File: src/rtl/trace_scheduler_pkg.sv
// Shared types for the TAGE trace scheduler.
// Holds the state encoding, phase strobe bundle and default widths.
package tage_sched_pkg;

  localparam int ADDR_W_D  = 16;
  localparam int QUANT_W_D = 32;
  localparam int SWCNT_W_D = 16;

  typedef enum logic [2:0] {
    ST_IDLE,
    ST_FETCH,
    ST_INDEX,
    ST_READ,
    ST_PREDICT,
    ST_UPDATE,
    ST_SWITCH,
    ST_DONE
  } state_t;

  typedef struct packed {
    logic its;
    logic tre;
    logic upe;
    logic ue;
  } phase_t;

  localparam phase_t PH_NONE    = 4'b0000;
  localparam phase_t PH_INDEX   = 4'b1000;
  localparam phase_t PH_READ    = 4'b0100;
  localparam phase_t PH_PREDICT = 4'b0010;
  localparam phase_t PH_UPDATE  = 4'b0001;

  function automatic phase_t phase_of(state_t s);
    phase_t p;
    p = PH_NONE;
    unique case (s)
      ST_INDEX:   p = PH_INDEX;
      ST_READ:    p = PH_READ;
      ST_PREDICT: p = PH_PREDICT;
      ST_UPDATE:  p = PH_UPDATE;
      default:    p = PH_NONE;
    endcase
    return p;
  endfunction

endpackage

File: src/rtl/trace_scheduler_if.sv
// Control/status bundle between the scheduler and its host.
// The host drives run config; the scheduler drives memory and phase strobes.
interface trace_scheduler_if #(
  parameter int ADDR_W  = 16,
  parameter int QUANT_W = 32,
  parameter int SWCNT_W = 16
);

  logic               start;
  logic [QUANT_W-1:0] quantum;
  logic [ADDR_W-1:0]  last_addr1;
  logic [ADDR_W-1:0]  last_addr2;
  logic               en1;
  logic               en2;
  logic [ADDR_W-1:0]  addr1;
  logic [ADDR_W-1:0]  addr2;
  logic               sel;
  logic               index_tag_enable;
  logic               table_read_en;
  logic               update_predictor_enable;
  logic               update_enable;
  logic               busy;
  logic               done;
  logic [SWCNT_W-1:0] switch_count;

  modport master (
    output start, quantum,
    output last_addr1, last_addr2,
    input  en1, en2, addr1, addr2, sel,
    input  index_tag_enable, table_read_en,
    input  update_predictor_enable,
    input  update_enable,
    input  busy, done, switch_count
  );

  modport slave (
    input  start, quantum,
    input  last_addr1, last_addr2,
    output en1, en2, addr1, addr2, sel,
    output index_tag_enable, table_read_en,
    output update_predictor_enable,
    output update_enable,
    output busy, done, switch_count
  );

endinterface

File: src/rtl/trace_scheduler_addr_ctr.sv
// Per-stream trace address counter.
// Counts up to its latched last address, then holds and flags done.
module trace_addr_ctr
  import tage_sched_pkg::*;
#(
  parameter int ADDR_W = ADDR_W_D
) (
  input  logic              clk,
  input  logic              reset,
  input  logic              clr,
  input  logic              step,
  input  logic [ADDR_W-1:0] last_in,
  output logic [ADDR_W-1:0] addr,
  output logic              done,
  output logic              hit
);

  logic [ADDR_W-1:0] last;

  assign hit = (addr == last);

  always_ff @(posedge clk or negedge reset) begin
    if (!reset) begin
      addr <= '0;
      last <= '0;
      done <= 1'b0;
    end else if (clr) begin
      addr <= '0;
      last <= last_in;
      done <= 1'b0;
    end else if (step) begin
      // The final address is reused, never wrapped.
      if (hit) done <= 1'b1;
      else     addr <= addr + 1'b1;
    end
  end

endmodule

File: src/rtl/trace_scheduler.sv
// Deterministic sequencer for the TAGE datapath over two trace streams.
// Time-slices streams by quantum and walks each branch through 5 phases.
module trace_scheduler
  import tage_sched_pkg::*;
#(
  parameter int ADDR_W  = ADDR_W_D,
  parameter int QUANT_W = QUANT_W_D,
  parameter int SWCNT_W = SWCNT_W_D
) (
  input  logic             clk,
  input  logic             reset,
  trace_scheduler_if.slave bus
);

  state_t             state;
  state_t             state_nx;
  logic               sel;
  logic               sel_nx;
  logic [QUANT_W-1:0] slice;
  logic [QUANT_W-1:0] slice_nx;
  logic [QUANT_W-1:0] slice_inc;
  logic [QUANT_W-1:0] quant;
  logic [SWCNT_W-1:0] swcnt;
  phase_t             ph;
  logic               en1;
  logic               en2;
  logic               busy;
  logic               done;

  logic launch;
  logic step1;
  logic step2;
  logic hit1;
  logic hit2;
  logic d1;
  logic d2;
  logic nd1;
  logic nd2;
  logic cur_done;
  logic oth_done;
  logic at_q;
  logic [ADDR_W-1:0] addr1;
  logic [ADDR_W-1:0] addr2;

  assign launch = bus.start &&
                  (state == ST_IDLE ||
                   state == ST_DONE);

  assign step1 = (state == ST_UPDATE) && !sel;
  assign step2 = (state == ST_UPDATE) && sel;

  trace_addr_ctr #(.ADDR_W(ADDR_W)) u_ctr1 (
    .clk     (clk),
    .reset   (reset),
    .clr     (launch),
    .step    (step1),
    .last_in (bus.last_addr1),
    .addr    (addr1),
    .done    (d1),
    .hit     (hit1)
  );

  trace_addr_ctr #(.ADDR_W(ADDR_W)) u_ctr2 (
    .clk     (clk),
    .reset   (reset),
    .clr     (launch),
    .step    (step2),
    .last_in (bus.last_addr2),
    .addr    (addr2),
    .done    (d2),
    .hit     (hit2)
  );

  // Done flags as they will be after this UPDATE.
  assign nd1 = d1 | (step1 & hit1);
  assign nd2 = d2 | (step2 & hit2);

  assign cur_done  = sel ? nd2 : nd1;
  assign oth_done  = sel ? nd1 : nd2;
  assign slice_inc = slice + 1'b1;
  assign at_q      = (slice_inc == quant);

  always_comb begin
    state_nx = state;
    sel_nx   = sel;
    slice_nx = slice;
    unique case (state)
      ST_IDLE, ST_DONE: begin
        if (bus.start) begin
          state_nx = ST_FETCH;
          sel_nx   = 1'b0;
          slice_nx = '0;
        end
      end
      ST_FETCH:   state_nx = ST_INDEX;
      ST_INDEX:   state_nx = ST_READ;
      ST_READ:    state_nx = ST_PREDICT;
      ST_PREDICT: state_nx = ST_UPDATE;
      ST_UPDATE: begin
        slice_nx = slice_inc;
        if (nd1 && nd2) begin
          state_nx = ST_DONE;
        end else if (cur_done) begin
          state_nx = ST_SWITCH;
        end else if (at_q && !oth_done) begin
          state_nx = ST_SWITCH;
        end else if (at_q) begin
          slice_nx = '0;
          state_nx = ST_FETCH;
        end else begin
          state_nx = ST_FETCH;
        end
      end
      ST_SWITCH: begin
        sel_nx   = ~sel;
        slice_nx = '0;
        state_nx = ST_FETCH;
      end
    endcase
  end

  always_ff @(posedge clk or negedge reset) begin
    if (!reset) begin
      state <= ST_IDLE;
      sel   <= 1'b0;
      slice <= '0;
      quant <= '0;
      swcnt <= '0;
      ph    <= PH_NONE;
      en1   <= 1'b0;
      en2   <= 1'b0;
      busy  <= 1'b0;
      done  <= 1'b0;
    end else begin
      state <= state_nx;
      sel   <= sel_nx;
      slice <= slice_nx;
      if (launch) begin
        swcnt <= '0;
        quant <= (bus.quantum == '0) ?
                 QUANT_W'(1) : bus.quantum;
      end else if (state == ST_SWITCH &&
                   swcnt != '1) begin
        swcnt <= swcnt + 1'b1;
      end
      // Outputs are the decode of the state being entered.
      ph   <= phase_of(state_nx);
      en1  <= (state_nx == ST_FETCH) && !sel_nx;
      en2  <= (state_nx == ST_FETCH) && sel_nx;
      busy <= (state_nx != ST_IDLE) &&
              (state_nx != ST_DONE);
      done <= (state_nx == ST_DONE);
    end
  end

  assign bus.en1   = en1;
  assign bus.en2   = en2;
  assign bus.addr1 = addr1;
  assign bus.addr2 = addr2;
  assign bus.sel   = sel;
  assign bus.busy  = busy;
  assign bus.done  = done;

  assign bus.index_tag_enable        = ph.its;
  assign bus.table_read_en           = ph.tre;
  assign bus.update_predictor_enable = ph.upe;
  assign bus.update_enable           = ph.ue;
  assign bus.switch_count            = swcnt;

endmodule

File: src/flat_wrapper.sv
// flat-port wrapper written by rule: the top's interface ports become plain ports
module trace_scheduler_flat import tage_sched_pkg::*;
#(
  parameter int ADDR_W  = ADDR_W_D,
  parameter int QUANT_W = QUANT_W_D,
  parameter int SWCNT_W = SWCNT_W_D
)
  (clk, reset, bus_start, bus_quantum, bus_last_addr1, bus_last_addr2, bus_en1, bus_en2, bus_addr1, bus_addr2, bus_sel, bus_index_tag_enable, bus_table_read_en, bus_update_predictor_enable, bus_update_enable, bus_busy, bus_done, bus_switch_count);
  trace_scheduler_if #(.ADDR_W(ADDR_W), .QUANT_W(QUANT_W), .SWCNT_W(SWCNT_W)) bus_i ();
  input  logic clk;
  input  logic reset;
  input wire logic [$bits(bus_i.start)-1:0] bus_start;
  input wire logic [$bits(bus_i.quantum)-1:0] bus_quantum;
  input wire logic [$bits(bus_i.last_addr1)-1:0] bus_last_addr1;
  input wire logic [$bits(bus_i.last_addr2)-1:0] bus_last_addr2;
  output wire logic [$bits(bus_i.en1)-1:0] bus_en1;
  output wire logic [$bits(bus_i.en2)-1:0] bus_en2;
  output wire logic [$bits(bus_i.addr1)-1:0] bus_addr1;
  output wire logic [$bits(bus_i.addr2)-1:0] bus_addr2;
  output wire logic [$bits(bus_i.sel)-1:0] bus_sel;
  output wire logic [$bits(bus_i.index_tag_enable)-1:0] bus_index_tag_enable;
  output wire logic [$bits(bus_i.table_read_en)-1:0] bus_table_read_en;
  output wire logic [$bits(bus_i.update_predictor_enable)-1:0] bus_update_predictor_enable;
  output wire logic [$bits(bus_i.update_enable)-1:0] bus_update_enable;
  output wire logic [$bits(bus_i.busy)-1:0] bus_busy;
  output wire logic [$bits(bus_i.done)-1:0] bus_done;
  output wire logic [$bits(bus_i.switch_count)-1:0] bus_switch_count;
  assign bus_i.start = bus_start;
  assign bus_i.quantum = bus_quantum;
  assign bus_i.last_addr1 = bus_last_addr1;
  assign bus_i.last_addr2 = bus_last_addr2;
  assign bus_en1 = bus_i.en1;
  assign bus_en2 = bus_i.en2;
  assign bus_addr1 = bus_i.addr1;
  assign bus_addr2 = bus_i.addr2;
  assign bus_sel = bus_i.sel;
  assign bus_index_tag_enable = bus_i.index_tag_enable;
  assign bus_table_read_en = bus_i.table_read_en;
  assign bus_update_predictor_enable = bus_i.update_predictor_enable;
  assign bus_update_enable = bus_i.update_enable;
  assign bus_busy = bus_i.busy;
  assign bus_done = bus_i.done;
  assign bus_switch_count = bus_i.switch_count;
  trace_scheduler #(.ADDR_W(ADDR_W), .QUANT_W(QUANT_W), .SWCNT_W(SWCNT_W)) u_core (.clk(clk), .reset(reset), .bus(bus_i));
endmodule
File: config.mk
export PLATFORM = sky130hd
export DESIGN_NAME = trace_scheduler_flat
export DESIGN_NICKNAME = d
export VERILOG_FILES = /design/src/rtl/trace_scheduler_pkg.sv /design/src/rtl/trace_scheduler_if.sv /design/src/rtl/trace_scheduler_addr_ctr.sv /design/src/rtl/trace_scheduler.sv /design/src/flat_wrapper.sv
export SDC_FILE = /design/constraint.sdc
export NUM_CORES = 1
export LEC_CHECK = 0
export ABC_AREA = 0
export CORE_ASPECT_RATIO = 0.8
export CORE_MARGIN = 4
export CORE_UTILIZATION = 60
export DETAILED_ROUTE_END_ITERATION = 12
export HOLD_SLACK_MARGIN = 0.12
export PLACE_DENSITY_LB_ADDON = 0.3
export SLEW_MARGIN = 20
export SYNTH_ARGS = -nofsm -noshare
export SYNTH_HDL_FRONTEND = slang
export SYNTH_HIERARCHICAL = 1
export SYNTH_SLANG_ARGS = --single-unit
File: constraint.sdc
create_clock -name clk -period 7.65 [get_ports clk]
set_clock_uncertainty 0.05 [all_clocks]
set_input_delay 0.765 -clock clk [delete_from_list [all_inputs] [get_ports clk]]
set_output_delay 0.765 -clock clk [all_outputs]
set_load 0.02 [all_outputs]
# Word level (Yosys, flattened, before mapping)
# Cells that the tools add are included.
[classes]
add_sub_neg = 4
n_eq_ne = 21
mux = 31
bitwise_logic = 5
reduce_logical = 28
[ops]
columns = ["cell", "count"]
rows = [
  ["$mux 32", 6],
  ["$mux 16", 8],
  ["$pmux 32 s3", 1],
  ["$add 16x1->16 const B", 3],
  ["$add 32x1->32 const B", 1],
  ["$eq 16x16->1", 2],
  ["$eq 32x32->1", 1],
  ["$logic_not 32->1", 1],
  ["$eq 3x3->1 const B", 7],
  ["$pmux 3 s7", 1],
  ["$ne 16x16->1 const B", 1],
  ["$pmux 4 s4", 1],
  ["$eq 3x2->1 const B", 4],
  ["$mux 3", 4],
  ["$reduce_and 2->1", 5],
  ["$reduce_bool 2->1", 5],
  ["$logic_and 1x1->1", 9],
  ["$mux 1", 9],
  ["$eq 3x1->1 const B", 2],
  ["$reduce_bool 3->1", 2],
  ["$ne 2x1->1 const B", 2],
  ["$logic_not 1->1", 3],
  ["$logic_not 3->1", 1],
  ["$ne 3x3->1 const B", 1],
  ["other kinds (7)", 9],
]
[word_totals]
reg_bits = 158
input_bits = 67
out_inout_bits = 57
elab_cells = 108

# Longest topological paths before layout
[depth]
depth_word = 13
mapped_depth = 12
ltp_nobuf = 10

# Cells and area by module
# The synthesis kept the hierarchy.
[modules_own_cells]
columns = ["mod", "n_inst", "cells_per_inst", "area_per_inst_um2", "seq_area_each_um2"]
rows = [
  ["trace_scheduler", 1, 692, 5683.0, 2302.2],
  ["trace_addr_ctr", 2, 150, 1674.1, 825.8],
]

# Worst setup path before layout
# Ideal clock, no wire load.
[synth_timing]
path_type = "reg2reg"
from = "register u_core.slice[4]"
to = "register u_core.slice[21]"
setup_ps = 140
arrival_time_ps = 2986
required_ps = 7460
setup_slack_ps = 4474
stages_incl_launch_ff = 13
n_path_buf = 3
synth_period_minus_slack_ps = 3176
cell_sequence = "dfrtp_1 buf_4 nand3_2 or4_1 buf_2 or4_4 a22oi_1 nand4_1 nor4_4 nand3b_4 buf_4 a31oi_1 a31oi_1"
[synth_between]
elab_chain_cells = 7
elab_cells_between_ends = 8
cone_classes = "add/sub (1); eq/ne (1); mux (5); reduce/logical (1)"
[synth_rtl]
columns = ["element", "line", "source"]
rows = [
  ["start: declaration", "trace_scheduler.sv:19", "logic [QUANT_W-1:0] slice;"],
  ["start signal: assignment", "trace_scheduler.sv:137", "slice <= slice_nx;"],
  ["$add 32x1->32 (*)", "trace_scheduler.sv:80", "assign slice_inc = slice + 1'b1;"],
  ["$eq 32x32->1", "trace_scheduler.sv:81", "assign at_q = (slice_inc == quant);"],
  ["$mux 32 or $logic_and 1x1->1 (tied branches)", "trace_scheduler.sv:107, trace_scheduler.sv:105", ""],
  ["$mux 32", "trace_scheduler.sv:105", "end else if (at_q && !oth_done) begin"],
  ["$mux 32", "trace_scheduler.sv:103", "end else if (cur_done) begin"],
  ["$mux 32 (*)", "trace_scheduler.sv:101", "if (nd1 && nd2) begin"],
  ["$pmux 32 s3 (*)", "trace_scheduler.sv:87", "unique case (state)"],
]
# Mark *: on every way between the ends. The rest lies on a longest branch, timed or not.
# A chain may end at the register's enable or synchronous reset.

# Worst setup path after layout
[layout_timing]
from = "register u_core.slice[4]"
to = "register u_core.slice[29]"
# The elaborated chain is that of the path after synthesis.

==> impl_metrics.py <==
metrics = {
    "placement": {
        "gp_congestion": 0.9881,
        "port_buffers": 123,
        "hpwl_um": 17080,
    },
    "logic_synthesis": {
        "syn-num-nets": 1063,
        "synth_area_sq_um": 9031,
        "yosysWarnings": 6,
        "synth-seq-cells": 158,
        "synth.distinct_cells": 71,
        "avgSynthCellArea_sq_um": 9.104,
        "synth-edff-count": 0,
        "netlist_instances": 992,
        "yosys_most_used_dff": "dfrtp_1",
        "ys_seq_area_frac": 0.4378,
        "async_reset_ff_frac": 1.000,
    },
    "setup_path": {
        "required_ns": 7.86,
        "worstSetupStartpointType": "flip-flop",
        "arrival_ns": 4.41,
        "r2r-end": "u_core/slice[29]",
        "crit_fanout": 36,
        "ff2ff_path_depth": 9,
        "critical_path_class": "flip-flop to flip-flop",
        "rrSetupSlack_ns": 3.45,
        "setup.worst_path.end_class": "flip-flop",
        "reg2reg_from": "u_core/slice[4]",
    },
    "outcome": {
        "status": "completed",
    },
    "clock_tree": {
        "clk_latency_ns": 0.43,
        "clk_pin_slew_ns": 0.07,
        "root_buffer": "clkbuf_16",
        "postCtsSetupRepairBufs": 0,
        "post_cts_resized": 0,
        "cts_sinks": 158,
        "hold_buffers": 0,
        "clockBufferDepth": 2,
        "htree_levels": 4,
        "cts_tree": "done",
        "cts_buffers": 17,
    },
    "routing": {
        "vias_per_cell": 6.415,
        "drc": 0,
        "vias": 8179,
        "wirelength_um": 24700,
        "wl_per_cell_um": 19.37,
        "dr.first_iter.drc_count": 931,
        "first_pass_iters": 5,
        "final_antenna_net_count": 0,
    },
    "global_routing": {
        "grt_pass1_wl_um": 40470,
        "grt_max_degree": 107,
        "grt_overflow": 0,
        "groute.usage.overall": 0.2905,
        "antenna_found_initial": 0,
        "first_global_vias": 7800,
    },
    "sta": {
        "grt_setup_unrepaired": "false",
        "maxSlewViolCount": 0,
        "period_share": 0.5493,
        "period_needed_ns": 4.202,
        "setup_viol": 0,
        "clock.fmax_mhz": 238.0,
        "fin_hold_ws_ns": 0.3672,
        "hold_viol": 0,
        "worst_pin_slew_ns": 1.058,
        "max_slew_margin": 0.2879,
        "setup_tns_ns": 0,
    },
    "final_layout": {
        "final_common_cell": "nand2_1",
        "syn_to_final_growth_pct": 20.84,
        "fin_nets": 1149,
        "drive_gt1_frac": 0.09166,
        "final_cell_mix": "nand2_1, dfrtp_1, clkdlybuf4s50_1",
        "num_antenna_cells": 0,
        "nFillCells": 1038,
    },
    "die": {
        "dieArea_sq_um": 17090,
        "io_pins": 124,
        "fp.coreArea_sq_um": 14490,
        "die_w_um": 145.2,
        "start_util": 0.6232,
        "die_h_um": 117.7,
        "rows": 39,
    },
    "hold_path": {
        "hold_path_class": "input port to async pin",
    },
    "power": {
        "ir_worst_vdd_mv": 0.2192,
        "powerDensity_nw_per_um2": 337.9,
        "p_leak_nw": 4.401,
    },
    "run": {
        "maxCapViolations": 0,
    },
}
## power breakdown
group	switching, W	internal, W	total (W)
logic	0.000709	0.000575	0.00128
registers	0.000343	0.00109	0.00143
clock network	0.000348	0.000623	0.000971
total	0.00140	0.00229	0.00369
## synthesized netlist by cell type, types with 3 or more instances
cell type | instances | share of area
mux2i_1 | 4 | 0.0044
a21oi_1 | 44 | 0.024
nand2_1 | 172 | 0.071
nand3_1 | 27 | 0.015
nand3b_1 | 3 | 0.0025
or3_1 | 14 | 0.0097
and2_1 | 5 | 0.0035
mux2_2 | 35 | 0.044
nor4_1 | 23 | 0.016
o211ai_1 | 4 | 0.0033
nand4_1 | 37 | 0.026
dfrtp_1 | 158 | 0.44
a211oi_1 | 4 | 0.0033
o21ai_0 | 43 | 0.024
and3_1 | 19 | 0.013
or3_2 | 10 | 0.0083
clkbuf_1 | 40 | 0.017
xnor2_1 | 61 | 0.059
clkbuf_8 | 4 | 0.0061
o31ai_1 | 12 | 0.010
o22ai_1 | 4 | 0.0028
a31oi_1 | 38 | 0.026
nor2_1 | 65 | 0.027
xor2_1 | 28 | 0.027
or4_1 | 14 | 0.012
buf_2 | 8 | 0.0044
ha_1 | 4 | 0.0055
a32oi_1 | 3 | 0.0029
nor3b_1 | 5 | 0.0042
nor3_1 | 10 | 0.0055
and4_1 | 8 | 0.0078
inv_1 | 17 | 0.0071
nor2b_1 | 9 | 0.0062
a41oi_1 | 3 | 0.0029
buf_6 | 5 | 0.0062
## worst max-delay path by stage
stage	to	startpoint	slack, ns
global route	u_core/slice[29]	u_core/slice[0]	3.16
global placement	u_core/slice[29]	u_core/slice[4]	3.66
finish	u_core/slice[29]	u_core/slice[4]	3.45
floorplan	u_core/slice[21]	u_core/slice[4]	4.47
detailed placement	u_core/slice[29]	u_core/slice[4]	3.63
CTS	u_core/slice[29]	u_core/slice[4]	3.62
## kinds of logic after synthesis
group | after synthesis | synth area share
adders and majority gates | 4 | 0.005542
AOI/OAI and AO/OA | 179 | 0.1244
buffers and inverters | 80 | 0.04405
muxes | 39 | 0.04807
DFF | 158 | 0.4378
and+or+nand+nor | 442 | 0.2513
xor gates and xnor gates | 90 | 0.08881
## per-layer routing
layer  vias to the layer above  track usage  share of wire
met3                        36       0.1120           0.12
met2                       459       0.4141           0.43
li1                       3734            -              -
met4                         0      0.06406          0.013
met5                         -            0              0
met1                      3950       0.4225           0.44
## stage by stage
stage | setup slack, ns | area (sq um) | power (W) | util | instances
global placement | 3.661 | 10220 | 0.002629 | 0.7055 | 1242
floorplan | 4.474 | 9031 | 0.002282 | - | 992
global route | 3.155 | 10910 | 0.003903 | 0.7530 | 1275
detailed placement | 3.627 | 10220 | 0.002679 | 0.7055 | 1242
CTS | 3.617 | 10900 | 0.003666 | 0.7523 | 1274
finish | 3.448 | 10910 | 0.003687 | 0.7530 | 1275
## final cells by class
cell class / instances / area, sq um / share of cell area
repair buffers: 129 / 1277 / 0.1171
multi-input cells: 754 / 4705 / 0.4311
clock inverters: 13 / 235.2 / 0.02155
flip-flops and latches: 158 / 3954 / 0.3623
clock buffers: 19 / 442.9 / 0.04059
well taps: 184 / 230.2 / 0.02110
inverters: 18 / 68.82 / 0.006306
## worst max-delay path: stages (launching register included)
cell and delay, ns:
dfrtp_1 0.53, nand3_2 0.36, or4_1 0.79, nor2_1 0.45, a21oi_1 0.18, or4_1 0.59, nor4_4 0.24, nand3b_4 0.40
a41oi_1 0.35, a31oi_1 0.07
## sequential cells by signal, summed over array words and instances (netlist names)
register / flops
u_core/quant: 32
u_core/slice: 32
u_core/bus.switch_count: 16
u_core/u_ctr1/addr: 16
u_core/u_ctr1/last: 16
u_core/u_ctr2/addr: 16
u_core/u_ctr2/last: 16
u_core/state: 3
u_core/bus.busy: 1
u_core/bus.done: 1
u_core/bus.en1: 1
u_core/bus.en2: 1
u_core/bus.index_tag_enable: 1
u_core/bus.sel: 1
u_core/bus.table_read_en: 1
u_core/bus.update_enable: 1
u_core/bus.update_predictor_enable: 1
u_core/u_ctr1/done: 1
u_core/u_ctr2/done: 1
Power figures use the tool's default switching activity.
